File: config.mk
export PLATFORM = sky130hd
export DESIGN_NAME = jts16_mapper_gen
export DESIGN_NICKNAME = d
export VERILOG_FILES = /design/src/rtl/jts16_mapper_pkg.sv /design/src/rtl/jts16_mapper_wait.sv /design/src/rtl/jts16_mapper_gen.sv
export SDC_FILE = /design/constraint.sdc
export NUM_CORES = 1
export LEC_CHECK = 0
export CAP_MARGIN = 15
export CORE_MARGIN = 8
export CORE_UTILIZATION = 50
export DETAILED_ROUTE_END_ITERATION = 16
export PLACE_DENSITY_LB_ADDON = 0.1
export SYNTH_ARGS = -nofsm -noshare
export SYNTH_HDL_FRONTEND = slang
export SYNTH_SLANG_ARGS = --single-unit
File: constraint.sdc
create_clock -name clk_i -period 4.59 [get_ports clk_i]
set_clock_uncertainty 0.2 [all_clocks]
set_input_delay 0.918 -clock clk_i [delete_from_list [all_inputs] [get_ports clk_i]]
set_output_delay 0.918 -clock clk_i [all_outputs]
set_load 0.03 [all_outputs]
File: src/rtl/jts16_mapper_pkg.sv
// Shared constants, enums and the region match function for the jts16 memory mapper.
package jts16_mapper_pkg;

    localparam int MMR_N      = 32;
    localparam int CTRL_BASE  = 16;
    localparam int SNDIDX_DEF = 3;

    typedef enum logic [1:0] {
        SZ_64K  = 2'd0,
        SZ_128K = 2'd1,
        SZ_512K = 2'd2,
        SZ_2M   = 2'd3
    } size_e;

    localparam int CTL_WP       = 2;
    localparam int CTL_WAIT_LSB = 3;
    localparam int CTL_EXT      = 7;

    typedef enum logic [2:0] {
        ST_IDLE  = 3'd0,
        ST_COUNT = 3'd1,
        ST_EXT   = 3'd2,
        ST_ACK   = 3'd3,
        ST_ERR   = 3'd4
    } wst_e;

    // addr is the word address [23:1], so byte bit k sits at addr[k-1]
    function automatic logic region_match(input logic [7:0] ctrl, input logic [7:0] base,
                                          input logic [22:0] addr);
        case (size_e'(ctrl[1:0]))
            SZ_64K:  return addr[22:15] == base;
            SZ_128K: return addr[22:16] == base[7:1];
            SZ_512K: return addr[22:18] == base[7:3];
            default: return addr[22:20] == base[7:5];
        endcase
    endfunction

endpackage

File: src/rtl/jts16_mapper_wait.sv
// DTACK wait-state / bus-error FSM; advances on cen, but releases on asn high every clk.
module jts16_mapper_wait import jts16_mapper_pkg::*; #(
    parameter int WAITW = 4
) (
    input  logic             clk_i,
    input  logic             rst_i,
    input  logic             cen_i,
    input  logic             asn_i,
    input  logic [1:0]       dswn_i,
    input  logic [WAITW-1:0] wait_i,
    input  logic             ext_i,
    input  logic             wp_i,
    input  logic             edackn_i,
    output logic             dtackn_o,
    output logic             berrn_o,
    output wst_e             state_o
);

    wst_e             state_q, state_d;
    logic [WAITW-1:0] cnt_q, cnt_d;

    always_ff @(posedge clk_i) begin
        if (rst_i) begin
            state_q <= ST_IDLE;
            cnt_q   <= '0;
        end else begin
            state_q <= state_d;
            cnt_q   <= cnt_d;
        end
    end

    always_comb begin
        state_d = state_q;
        cnt_d   = cnt_q;
        if (asn_i) begin
            state_d = ST_IDLE;
        end else if (cen_i) begin
            case (state_q)
                ST_IDLE: begin
                    if (wp_i && dswn_i != 2'b11)
                        state_d = ST_ERR;
                    else if (wait_i == '0)
                        state_d = ext_i ? ST_EXT : ST_ACK;
                    else begin
                        cnt_d   = wait_i;
                        state_d = ST_COUNT;
                    end
                end
                ST_COUNT: begin
                    cnt_d = cnt_q - 1'b1;
                    if (cnt_q == WAITW'(1))
                        state_d = ext_i ? ST_EXT : ST_ACK;
                end
                ST_EXT: if (!edackn_i) state_d = ST_ACK;
                default: ;
            endcase
        end
    end

    assign dtackn_o = state_q != ST_ACK;
    assign berrn_o  = state_q != ST_ERR;
    assign state_o  = state_q;

endmodule

File: src/rtl/jts16_mapper_gen.sv
// Parametrised S16B-style memory mapper: region decode, wait states, WP bus error, sound latch, VBLANK IRQ.
// Define JTS16_MAPPER_STATUS_EN to add the registered st_addr_i/st_dout_o status read port.
module jts16_mapper_gen import jts16_mapper_pkg::*; #(
    parameter int NREG    = 8,
    parameter int WAITW   = 4,
    parameter int IRQ_LVL = 4,
    parameter int SNDIDX  = SNDIDX_DEF
) (
    input  logic            clk_i,
    input  logic            rst_i,
    input  logic            cpu_cen_i,
    input  logic [22:0]     addr_i,
    input  logic [15:0]     cpu_dout_i,
    input  logic [1:0]      cpu_dswn_i,
    input  logic            cpu_asn_i,
    input  logic [2:0]      cpu_fc_i,
    input  logic            edackn_i,
    input  logic            vint_i,
    output logic            cpu_dtackn_o,
    output logic            cpu_berrn_o,
    output logic [2:0]      cpu_ipln_o,
    output logic            cpu_vpan_o,
    output logic [NREG-1:0] active_o,
    input  logic            sndmap_rd_i,
    output logic [7:0]      sndmap_dout_o,
    output logic            sndmap_obf_o,
    input  logic [4:0]      mcu_addr_i,
    input  logic [7:0]      mcu_dout_i,
    input  logic            mcu_wr_i,
    output logic [1:0]      mcu_intn_o
`ifdef JTS16_MAPPER_STATUS_EN
    ,
    input  logic [7:0]      st_addr_i,
    output logic [7:0]      st_dout_o
`endif
);

    logic [MMR_N-1:0][7:0] mmr_q;
    logic                  owner_q, obf_q, pend_q, vint_q;
    logic [NREG-1:0]       hit, active;
    logic [7:0]            sel_ctrl;
    logic                  wr_en, snd_wr, iack;
    logic [4:0]            wr_idx;
    logic [7:0]            wr_dat;
    wst_e                  wst;

    for (genvar r = 0; r < NREG; r++) begin : g_reg
        assign hit[r] = region_match(mmr_q[CTRL_BASE+2*r], mmr_q[CTRL_BASE+2*r+1], addr_i);
    end

    // two's-complement trick isolates the lowest set bit: lowest region wins
    assign active   = (cpu_fc_i == 3'd7) ? '0 : (hit & (~hit + NREG'(1)));
    assign active_o = active;

    always_comb begin
        sel_ctrl = '0;
        for (int r = 0; r < NREG; r++)
            if (active[r]) sel_ctrl = sel_ctrl | mmr_q[CTRL_BASE+2*r];
    end

    always_comb begin
        wr_en  = 1'b0;
        wr_idx = '0;
        wr_dat = '0;
        if (mcu_wr_i) begin
            wr_en  = 1'b1;
            wr_idx = mcu_addr_i;
            wr_dat = mcu_dout_i;
        end else if (owner_q && !cpu_asn_i && !cpu_dswn_i[0] && active == '0) begin
            wr_en  = 1'b1;
            wr_idx = addr_i[4:0];
            wr_dat = cpu_dout_i[7:0];
        end
    end

    assign snd_wr = wr_en && wr_idx == 5'(SNDIDX);
    assign iack   = cpu_fc_i == 3'd7 && !cpu_asn_i;

    always_ff @(posedge clk_i) begin
        if (rst_i) begin
            mmr_q   <= '0;
            owner_q <= 1'b1;
            obf_q   <= 1'b0;
            pend_q  <= 1'b0;
            vint_q  <= 1'b0;
        end else begin
            if (wr_en) mmr_q[wr_idx] <= wr_dat;
            if (mcu_wr_i) owner_q <= 1'b0;
            if (snd_wr) obf_q <= 1'b1;
            else if (sndmap_rd_i) obf_q <= 1'b0;
            vint_q <= vint_i;
            if (vint_i && !vint_q) pend_q <= 1'b1;
            else if (iack) pend_q <= 1'b0;
        end
    end

    jts16_mapper_wait #(.WAITW(WAITW)) u_wait (
        .clk_i    (clk_i),
        .rst_i    (rst_i),
        .cen_i    (cpu_cen_i),
        .asn_i    (cpu_asn_i),
        .dswn_i   (cpu_dswn_i),
        .wait_i   (sel_ctrl[CTL_WAIT_LSB +: WAITW]),
        .ext_i    (sel_ctrl[CTL_EXT]),
        .wp_i     (sel_ctrl[CTL_WP]),
        .edackn_i (edackn_i),
        .dtackn_o (cpu_dtackn_o),
        .berrn_o  (cpu_berrn_o),
        .state_o  (wst)
    );

    assign cpu_ipln_o    = pend_q ? ~3'(IRQ_LVL) : 3'b111;
    assign cpu_vpan_o    = ~iack;
    assign sndmap_dout_o = mmr_q[SNDIDX];
    assign sndmap_obf_o  = obf_q;
    assign mcu_intn_o    = {1'b1, ~pend_q};

`ifdef JTS16_MAPPER_STATUS_EN
    logic [7:0] st_q;
    logic       unused_sig;

    always_ff @(posedge clk_i) begin
        if (rst_i)
            st_q <= '0;
        else if (st_addr_i[4])
            st_q <= {2'b00, wst, pend_q, obf_q, owner_q};
        else
            st_q <= mmr_q[{1'b1, st_addr_i[2:0], st_addr_i[3]}];
    end

    assign st_dout_o  = st_q;
    assign unused_sig = ^{cpu_dout_i[15:8], st_addr_i[7:5]};
`else
    logic unused_sig;
    assign unused_sig = ^{cpu_dout_i[15:8], wst};
`endif

endmodule

== Word-level counts from Yosys, hierarchy flattened ==
Index checks and enable logic that the tools add are counted.
Word-level totals
  register bits: 267
  input port bits: 65
  output and inout bits: 25
Cells by class
  $add $sub $neg: 2
  magnitude comparators: 2
  eq/ne operators: 60
  multiplexer cells: 40
  bitwise operators: 12
  reductions and logical operators: 29
Operators by type and width (number)
  $bwmux 256: 1
  $mux 8: 12
  $eq 8x8->1: 8
  $eq 7x7->1: 8
  $or 8x8->8: 7
  $demux 8 s5: 1
  $eq 5x5->1: 8
  $eq 3x3->1: 8
  $pmux 1 s3: 8
  $eq 2x1->1 const B: 8
  $eq 2x2->1 const B: 8
  $logic_not 2->1: 8
  $mux 3: 5
  $mux 5: 2
  $pmux 3 s3: 1
  $add 8x1->8 const B: 1
  $and 8x8->8: 1
  $logic_and 1x1->1: 8
  $logic_not 8->1: 1
  $mux 4: 2
  $ne 2x2->1 const B: 4
  $not 8->8: 1
  $pmux 4 s2: 1
  $mux 1: 7
  20 further kinds: 26

== Longest topological paths before layout ==
  word-level depth: 25
  gate-level depth with buffers: 14
  depth with buffers taken out: 10

== Hierarchy ==
A second synthesis with hierarchy kept.
Unflattened totals
  cells, all modules: 811
  area total of the unflattened synthesis: 7928.9 µm²
Modules (own cells, without submodules)
  jts16_mapper_gen: times used 1, cells an instance 745, area an instance 7363.3 µm²
  jts16_mapper_wait: times used 1, cells an instance 66, area an instance 565.5 µm²

== Worst setup path before layout ==
OpenSTA, ideal clock, no wires.
  path type: in2reg
  from: input addr_i[15]
  to: register u_wait.cnt_q[0]
  setup time: 0.095 ns
  arrival: 4.894 ns
  required time: 4.295 ns
  slack: -0.599 ns
  stages: 12
  buffers on the path: 2
  path through: buf_2 > xnor2_1 > o211a_1 > o211a_1 > or4_1 > clkbuf_1 > nor4_1 > a2111oi_0 > a21o_1 > a21oi_1 > nor2_1 > a221oi_1
On the way
  elaborated cells between the ends (all ways): 43
  those cells by class: add/sub (1); eq/ne (10); mux (20); bitwise (9); reduce/logical (3)
RTL lines
  start: declaration: line jts16_mapper_gen.sv:12  | input logic [22:0] addr_i,
  $eq 8x8->1: line jts16_mapper_pkg.sv:31  | SZ_64K: return addr[22:15] == base;
  $pmux 1 s3: line jts16_mapper_pkg.sv:30  | case (size_e'(ctrl[1:0]))
  $not 8->8: line jts16_mapper_gen.sv:52  | assign active = (cpu_fc_i == 3'd7) ? '0 : (hit & (~hit + NREG'(1)));
  $add 8x1->8: line jts16_mapper_gen.sv:52
  $and 8x8->8 (*): line jts16_mapper_gen.sv:52
  $mux 8 (*): line jts16_mapper_gen.sv:52
  via active_o[6]: line jts16_mapper_gen.sv:23  | output logic [NREG-1:0] active_o,
  $mux 8 (*): line jts16_mapper_gen.sv:58  | if (active[r]) sel_ctrl = sel_ctrl | mmr_q[CTRL_BASE+2*r];
  $or 8x8->8: line jts16_mapper_gen.sv:58
  $mux 8 (*): line jts16_mapper_gen.sv:58
  $logic_not 4->1 (tied with other cells): line jts16_mapper_wait.sv:42  | else if (wait_i == '0)
  $ne 2x2->1 (no line) or $mux 4 (tied branches)
  $reduce_and 5->1 (no line) or $pmux 4 s2 (tied branches)
  end signal: assignment: line jts16_mapper_wait.sv:28  | cnt_q <= cnt_d;
  end: declaration: line jts16_mapper_wait.sv:20  | logic [WAITW-1:0] cnt_q, cnt_d;
Mark *: on every way through the listed nets, which the timed path passes. The rest lies on a longest branch. The select of a mux whose other input is x is not followed.
A chain may end at the register's enable or synchronous reset.

== Final worst setup path ==
  from: input addr_i[16]
  to: output active_o[5]
On the way
  cells in the longest elaborated chain, start to end: 6
  elaborated cells between the ends (all ways): 22
  those cells by class: add/sub (1); eq/ne (12); mux (7); bitwise (2)
Ends and longest elaborated chain (line)
  $eq 8x8->1 or $eq 7x7->1 (tied branches): jts16_mapper_pkg.sv:31, jts16_mapper_pkg.sv:32
  $pmux 1 s3: jts16_mapper_pkg.sv:30
  $not 8->8: jts16_mapper_gen.sv:52
  $add 8x1->8: jts16_mapper_gen.sv:52
  $and 8x8->8 (*): jts16_mapper_gen.sv:52
  $mux 8 (*): jts16_mapper_gen.sv:52
  end: declaration: jts16_mapper_gen.sv:23
Every way passes the cells marked *; elsewhere a longest branch is shown, timed or not.

==> results.ini <==
[outcome]
status = completed

[clock_tree]
tritoncts = done
clkLatencyLatePin_ns = 0.42
cts.sinks = 147
cts.reportedPaths.clkPinSlew_ns = 0.06
h-tree-depth = 4
cts_made_buffers = 17
root_buffer = clkbuf_16
hold_buffers = 0
clockBufferDepth = 2

[final_layout]
instances_no_fill = 1116
final_common_cell = dfxtp_1
final_cell_mix = dfxtp_1, nand2b_1, mux2i_1
antenna_cells = 0
final_area_um2 = 9750
nets = 982
drive_above_1_share = 0.158
area_growth_pct = 29.3

[power]
p_leak_nw = 3.70
fin_total_pwr_w = 0.00316
ir_drop_v = 0.000294
powerDensity_nw_per_um2 = 324

[placement]
hpwl_um = 15000
place.gp.congestion = 0.888
port_buffers = 68
placed_area_um2 = 9030
dp.cells = 1084

[timing]
slew_viol_final = 0
period_needed_ns = 4.56
fmax_mhz = 220
max_slew.worst_pin.slew_ns = 1.01
finalSetupTns_ns = 0
hold_viol = 0
layout_worst_path_cycle_share = 0.992
setup_violations = 0
slew_headroom = 0.325
rsz0062_at_grt = false

[grt]
grt_start_max_net_pins = 89
grt-ovfl-total = 0
grt_first_pass_wirelength_um = 33200
grt_pass1_vias = 6370
antenna_found_initial = 0
grt.total_usage = 0.216

[synthesis]
syn_inst = 808
async_flop_share = 0
ys_seq_area_frac = 0.390
synth-main-ff-cell = dfxtp_1
ys_ff_latch = 147
syn_avg_cell_area_um2 = 9.34
synth_edf_count = 0
synthesis.area_um2 = 7540
synthDistinctLibCells = 59
ys_warn_count = 0

[hold_path]
worstHoldPathType = flop to flop
worstHoldEndpoint = pend_q
min_path_cells = 2
hp-start = pend_q

[critical_path]
cp_slowest_cell = or4_4
r2r_start = mmr_q[152]
cpPeakStageDelay_ns = 0.54
end_kind = output port
critPathMaxFanout = 8
crit_buf_inv = 4
r2r_slack_ns = 0.83
cp-start-kind = input pin
crit_path_cell_trace = clkdlybuf4s50_1 > buf_4 > xnor2_1 > a41o_1 > o211a_1 > or4_4 > buf_4 > or2_2 > nor2_2 > buf_4
cpMostUsedCell = buf_4
worstSetupPathType = input pin to output port
reg2reg_to = sndmap_dout_o[6]
cp.required_ns = 3.47
crit_family = simple AND/OR/NAND/NOR gates
r2r_cells = 12
critPathArrivalTime_ns = 3.44

[detailed_routing]
drtPass1Iterations = 6
wl_per_cell_um = 18.7
finalWirelength_um = 20900
drt_iter0_drc = 405
vias_per_cell = 5.60
num_vias = 6250
ant_nets = 0
drc = 0

[floorplan]
die_w_um = 139
start_util = 0.504
chipHeight_um = 139
num_rows = 45
io_pins = 90
die_area_um2 = 19300
fp.coreArea_um2 = 15000

[flow_run]
max-cap-violations = 0

[cells in the mapped netlist, types with 14 or more instances]
master	instances	area [um2]
dfxtp_1	147	2940
nand2b_1	115	719
mux2i_1	110	1100
xnor2_1	52	455
clkbuf_1	41	154
nand2_1	33	124
nand3b_1	26	195
o21ai_1	24	120
nor2_1	18	67.6
a21oi_1	17	85.1
inv_1	17	63.8
buf_2	14	70.1
nand3_1	14	70.1
[flip-flops by register name, summed over array words and instances (netlist names)]
| name | cells |
|---|---|
| u_wait.state_o | 3 |
| owner_q | 1 |
| vint_q | 1 |
| sndmap_dout_o | 8 |
| mmr_q | 128 |
| pend_q | 1 |
| sndmap_obf_o | 1 |
| u_wait.cnt_q | 4 |
[worst reg2reg max path, stage by stage, from the launching register on]
cell      delay, ns
dfxtp_1        0.32
xnor2_1        0.14
o211a_1        0.25
o211a_1        0.23
or4_4          0.54
o41a_1         0.48
nor4_4         0.30
buf_4          0.23
a31oi_2        0.15
buf_4          0.17
a221oi_2       0.27
buf_4          0.23
mux2i_1        0.19
[final cells by class]
class                   count  area [um2]
clock buffers              20         457
clock inverters            12         226
fillers                  1218        5220
inverters                  17        63.8
multi-input cells         577        4280
flip-flops and latches    147        2940
well taps                 188         235
repair buffers            155        1550
[worst max path at each step]
stage,startpoint,end,slack [ns],depth (start not counted)
finish,addr_i[16],active_o[5],0.03,10
global route,addr_i[16],active_o[5],0.001,11
CTS,addr_i[16],active_o[7],0.004,10
detailed placement,addr_i[15],sndmap_dout_o[5],-0.53,13
global placement,addr_i[15],sndmap_dout_o[7],-0.48,13
floorplan,addr_i[15],u_wait.cnt_q[0],-0.01,12
[timing repair]
action | CTS | global route
pin swaps | 0 | 1
endpoints found under the setup margin | 61 | 94
setup buffers | 0 | 0
resized for setup | 7 | 6
[metrics by stage]
stage               utilization  setup WS [ns]  hold slack, ns
floorplan                     -        -0.0125           0.232
global placement          0.603         -0.482           0.243
detailed placement        0.603         -0.528           0.262
CTS                       0.649        0.00365           0.274
global route              0.651       0.000978           0.295
finish                    0.651         0.0348           0.271
[power by group]
| group | internal, W | leakage, nW | total, W | switching, W |
|---|---|---|---|---|
| Combinational | 0.000134 | 2.19 | 0.000279 | 0.000145 |
| Clock | 0.00105 | 0.327 | 0.00159 | 0.000544 |
| Sequential | 0.00128 | 1.19 | 0.00129 | 0.00000660 |
| Total | 0.00247 | 3.70 | 0.00316 | 0.000695 |
[routing by layer]
metal / part of all wire / vias up / global-route usage
met5: 0 / - / 0
met1: 0.44 / 3056 / 0.254
met4: 0.020 / 0 / 0.0803
met2: 0.51 / 132 / 0.380
met3: 0.035 / 34 / 0.0427
li1: - / 3028 / -
[logic make-up after synthesis]
group,share of synthesized area
xor+xnor,0.0743
fa+ha+maj,0.00332
other cells,0.000497
mux,0.146
buf+inv,0.0511
compound gates,0.116
flops,0.390
simple gates,0.219
(Power assumes the default switching activity.)
